File: src/rtl/rx_pkg.sv
// Shared definitions for the receive buffer: default geometry and the
// controller state encoding.
package rx_pkg;

    localparam int RX_DEPTH = 8;
    localparam int RX_WIDTH = 8;

    typedef enum logic [1:0] {
        ST_IDLE    = 2'd0,
        ST_RECV    = 2'd1,
        ST_READY   = 2'd2,
        ST_DISCARD = 2'd3
    } rx_state_e;

endpackage

File: src/rtl/rx_buf_mem.sv
// DEPTH x WIDTH packet storage: one write port and a registered read port.
// Only the read register is reset; the array contents are left as they are.
module rx_buf_mem
    import rx_pkg::*;
#(
    parameter int DEPTH = RX_DEPTH,
    parameter int WIDTH = RX_WIDTH
) (
    input  logic                     clk,
    input  logic                     rst,
    input  logic                     wr_en,
    input  logic [$clog2(DEPTH)-1:0] wr_addr,
    input  logic [WIDTH-1:0]         wr_data,
    input  logic                     rd_en,
    input  logic [$clog2(DEPTH)-1:0] rd_addr,
    output logic [WIDTH-1:0]         rd_data
);

    logic [WIDTH-1:0] mem [DEPTH];

    always_ff @(posedge clk) begin
        if (wr_en) begin
            mem[wr_addr] <= wr_data;
        end
    end

    always_ff @(posedge clk or posedge rst) begin
        if (rst) begin
            rd_data <= '0;
        end else if (rd_en) begin
            rd_data <= mem[rd_addr];
        end
    end

endmodule

File: src/rtl/rx_buf_ctrl.sv
// Receive packet buffer controller: collects bytes of one packet, holds the
// complete packet for the consumer, and throws it away on error or flush.
module rx_buf_ctrl
    import rx_pkg::*;
#(
    parameter int DEPTH = RX_DEPTH,
    parameter int WIDTH = RX_WIDTH
) (
    input  logic                   clk,
    input  logic                   rst,
    input  logic                   rx_byte_valid,
    input  logic [WIDTH-1:0]       rx_packet_data,
    input  logic                   rx_eop,
    input  logic                   rx_error,
    input  logic                   flush,
    input  logic                   rd_req,
    output logic [WIDTH-1:0]       rd_data,
    output logic                   rd_valid,
    output logic [$clog2(DEPTH):0] count,
    output logic                   full,
    output logic                   empty,
    output logic                   pkt_ready,
    output logic                   overrun,
    output logic [1:0]             state_dbg
);

    localparam int AW = $clog2(DEPTH);
    localparam int CW = AW + 1;

    rx_state_e       state, state_nx;
    logic [AW-1:0]   wr_ptr, rd_ptr;
    logic            receiving;
    logic            discard_req;
    logic            wr_en;
    logic            drop;
    logic            rd_en;

    // Pop handshake: rd_req is honoured only in READY with data held; the
    // popped entry and rd_valid appear together one cycle later, and rd_valid
    // is a pure register so there is no rd_req -> rd_data/rd_valid path.
    assign receiving   = (state == ST_IDLE) || (state == ST_RECV);
    assign discard_req = flush || (rx_error && receiving);
    assign wr_en       = rx_byte_valid && !full && receiving && !discard_req;
    assign drop        = rx_byte_valid &&  full && receiving && !discard_req;
    assign rd_en       = rd_req && !empty && (state == ST_READY) && !flush;

    assign full      = (count == CW'(DEPTH));
    assign empty     = (count == '0);
    assign pkt_ready = (state == ST_READY);
    assign state_dbg = state;

    always_comb begin
        state_nx = state;
        if (discard_req) begin
            state_nx = ST_DISCARD;
        end else begin
            case (state)
                ST_IDLE: begin
                    // A byte arriving with its own end-of-packet still lands first.
                    if (rx_eop && (!empty || wr_en)) begin
                        state_nx = ST_READY;
                    end else if (rx_byte_valid) begin
                        state_nx = ST_RECV;
                    end
                end
                ST_RECV: begin
                    if (rx_eop) begin
                        state_nx = ST_READY;
                    end
                end
                ST_READY: begin
                    if (empty || (rd_en && count == CW'(1))) begin
                        state_nx = ST_IDLE;
                    end
                end
                ST_DISCARD: state_nx = ST_IDLE;
                default:    state_nx = ST_IDLE;
            endcase
        end
    end

    always_ff @(posedge clk or posedge rst) begin
        if (rst) begin
            state    <= ST_IDLE;
            wr_ptr   <= '0;
            rd_ptr   <= '0;
            count    <= '0;
            rd_valid <= 1'b0;
            overrun  <= 1'b0;
        end else begin
            state    <= state_nx;
            rd_valid <= rd_en;

            if (flush) begin
                overrun <= 1'b0;
            end else if (drop) begin
                overrun <= 1'b1;
            end

            // Writes and pops live in disjoint states, so count moves by one at most.
            if (state == ST_DISCARD) begin
                wr_ptr <= '0;
                rd_ptr <= '0;
                count  <= '0;
            end else if (wr_en) begin
                wr_ptr <= wr_ptr + AW'(1);
                count  <= count + CW'(1);
            end else if (rd_en) begin
                rd_ptr <= rd_ptr + AW'(1);
                count  <= count - CW'(1);
            end
        end
    end

    rx_buf_mem #(
        .DEPTH (DEPTH),
        .WIDTH (WIDTH)
    ) u_mem (
        .clk     (clk),
        .rst     (rst),
        .wr_en   (wr_en),
        .wr_addr (wr_ptr),
        .wr_data (rx_packet_data),
        .rd_en   (rd_en),
        .rd_addr (rd_ptr),
        .rd_data (rd_data)
    );

endmodule

File: config.mk
export PLATFORM = sky130hd
export DESIGN_NAME = rx_buf_ctrl
export DESIGN_NICKNAME = d
export VERILOG_FILES = /design/src/rtl/rx_pkg.sv /design/src/rtl/rx_buf_mem.sv /design/src/rtl/rx_buf_ctrl.sv
export SDC_FILE = /design/constraint.sdc
export NUM_CORES = 1
export LEC_CHECK = 0
export ABC_CLOCK_PERIOD_IN_PS = 2800
export CORE_MARGIN = 5
export CORE_UTILIZATION = 50
export DETAILED_ROUTE_END_ITERATION = 10
export PLACE_DENSITY = 0.71
export SYNTH_ARGS = -nofsm -noshare
export SYNTH_HDL_FRONTEND = slang
export SYNTH_SLANG_ARGS = --single-unit
File: constraint.sdc
create_clock -name clk -period 2.8 [get_ports clk]
set_input_delay 0.7 -clock clk [delete_from_list [all_inputs] [get_ports clk]]
set_output_delay 0.7 -clock clk [all_outputs]
set_load 0.1 [all_outputs]
==> results.py <==
metrics = {
    "synth": {
        "synth_compound_area_frac": 0.0388,
        "yosys.area.top_type": "edfxtp_1",
        "synthSimpleGateAreaFrac": 0.0776,
        "synth.distinct_cells": 34,
        "synth_area_leaders": "edfxtp_1 (55%), dfrtp_1 (16%), mux4_2 (10%), mux2i_1 (2.9%), nand2_1 (2.2%)",
        "yosysSeqAreaShare": 0.710,
        "postSynthCellCount": 207,
        "synth_top_area_share": 0.552,
        "yosys.area_share.xor_xnor": 0.00503,
        "ys.flop_type": "edfxtp_1",
        "synth-edff-count": 64,
        "syn_nets": 227,
        "muxShareOfSynthArea": 0.132,
        "synth_fa_ha_area_frac": 0.0180,
        "synth_warnings": 0,
        "synth.avg_cell_area_sq_um": 16.8,
        "async_flop_share": 0.256,
        "ys_ff_latch": 86,
        "synth_top_family_by_area": "multiplexers",
        "synth_area_sq_um": 3480,
    },
    "detailed_routing": {
        "detail_route.drc_violations": 0,
        "wl_mm": 6.46,
        "drtIter0Drc": 120,
        "dr_total_vias": 1914,
        "viasPerCell": 5.27,
        "ant_nets": 0,
        "wl_per_cell_um": 17.8,
        "dr.pass1.iters": 4,
    },
    "power": {
        "vdd_drop_max_mv": 0.423,
        "comb_power_share": 0.327,
        "p_sw_frac": 0.385,
        "p_clk_frac": 0.242,
        "intPower_mw": 2.18,
        "p_leak_nw": 1.55,
        "p_per_area_nw_per_um2": 839,
        "power_mw": 3.54,
        "seqPwrFrac": 0.431,
        "p_switching_mw": 1.37,
    },
    "worst_setup_path": {
        "worst_setup_path_start_kind": "register",
        "crit_start": "count[0]",
        "required_ps": 2100,
        "path_class": "reg -> out",
        "reg2reg_from": "state_dbg[1]",
        "end_kind": "output port",
        "critPathMaxFanout": 7,
        "arrival_ps": 1790,
    },
    "die": {
        "rows": 30,
        "die_h_um": 93.5,
        "start_util": 0.513,
        "dieArea_sq_um": 8730,
        "io_pins": 34,
        "fp.dieW_um": 93.5,
        "core_area_sq_um": 6790,
    },
    "sta": {
        "fin_skew_ps": 13.9,
        "maxSlewViolCount": 0,
        "max_freq_ghz": 0.401,
        "relSlewSlack": 0.421,
        "rsz0062_at_grt": "false",
        "tightest_slew_ps": 868,
        "hold_viol": 0,
        "post-route-period-util": 0.890,
        "setup_viol": 0,
        "period_needed_ps": 2490,
        "setup_slack_ps": 308,
        "fin_tns_setup_ps": 0,
    },
    "place": {
        "port_buffers": 33,
        "place_congestion": 0.749,
        "hpwl_mm": 4.55,
        "dp_slack_ps": 72.6,
    },
    "layout": {
        "diodes": 0,
        "layout_common_cells": "edfxtp_1 (64), buf_4 (35), nand2_1 (20), dfrtp_1 (20), mux4_2 (16)",
        "area_growth_pct": 21.3,
        "drive_gt1_frac": 0.285,
        "nets": 282,
        "layout_commonest_cell": "edfxtp_1",
    },
    "clock_network": {
        "ctsHtreeMaxLevel": 3,
        "cts_resized": 0,
        "clock-sinks": 86,
        "cts_tree": "built",
        "cts_buffers": 9,
        "path_clk_slew_ps": 80,
        "clock_latency_ps": 350,
        "cts_hold_buf": 0,
        "cts_buffer_depth": 2,
        "post_cts_buffers": 0,
        "cts_root_buffer": "clkbuf_8",
    },
    "global_route": {
        "overflow": 0,
        "antenna_found_initial": 0,
        "grt_pass1_vias": 1918,
        "grt_start_max_net_pins": 23,
        "grt_use_total": 0.161,
        "grt_pass1_wl_mm": 10.4,
    },
    "job": {
        "drv_cap": 0,
    },
    "outcome": {
        "outcome": "completed",
    },
    "hold_path": {
        "hold_path_class": "reg -> reg",
        "min_from": "u_mem.rd_data[0]",
    },
}
cells by family after synthesis:
logic type / count (synthesis)
DFF: 86
and+or+nand+nor: 51
muxes: 26
AOI/OAI and AO/OA: 22
buffers and inverters: 15
adders and majority gates: 5
xor gates and xnor gates: 2
per-layer routing:
metal / track usage / vias up / part of all wire
met3: 0.0394 / 6 / 0.041
li1: - / 907 / -
met2: 0.251 / 44 / 0.47
met5: 0 / - / 0
met1: 0.224 / 957 / 0.47
met4: 0.0537 / 0 / 0.011
Yosys cell counts (all sizes together) (4+ instances only):
library cell,count
nor2,5
o21ai,10
inv,8
a21oi,4
nand2,20
ha,5
mux2i,10
buf,4
mux4,16
nor3,7
dfrtp,22
nand3,6
edfxtp,64
final timing paths:
kind,endpoint,slack (ps),cells after the start
setup / recovery,empty,310,5
min in group asynchronous,u_mem.rd_data[4],690,3
setup reg to reg,u_mem.mem[2][0],780,4
hold reg to reg,u_mem.rd_data[0],480,2
hold / removal,u_mem.rd_data[0],480,2
max in group asynchronous,count[1],1850,3
power by group through the flow:
stage | clock (mW) | combinational, mW | sequential (mW)
2_1_floorplan | 0 | 0.363 | 2.07
3_3_place_gp | 0 | 1.16 | 1.55
3_5_place_dp | 0 | 1.17 | 1.56
4_1_cts | 0.880 | 1.17 | 1.53
5_1_grt | 0.945 | 1.21 | 1.54
6_report | 0.856 | 1.16 | 1.53
stage by stage:
step	cells	hold slack, ps	util	area [sq um]
after floorplan	207	543	-	3500
after global placement	347	463	0.593	4030
after detailed placement	347	471	0.593	4030
after CTS	363	490	0.622	4220
after global routing	363	507	0.622	4220
final	363	482	0.622	4220
state kept, by name, indices dropped and copies added (netlist names):
register and flops:
u_mem.mem 64, u_mem.rd_data 8, count 4, rd_ptr 3, wr_ptr 3, state_dbg 2, overrun 1, rd_valid 1
critical path, cell delays in order, from the launching register on:
cell and delay [ps]:
dfrtp_2 450, inv_1 90, ha_1 210, or3b_4 430, clkinvlp_4 100, buf_12 160
area by class of cell:
class	count	area, sq um
Timing Repair Buffer	51	443
Clock inverter	6	68.8
Multi-Input combinational cell	106	955
Clock buffer	10	128
Fill cell	509	2570
Sequential cell	86	2470
Inverter	8	33.8
Tap cell	96	120
No activity file was read; power rests on OpenSTA's default activity.
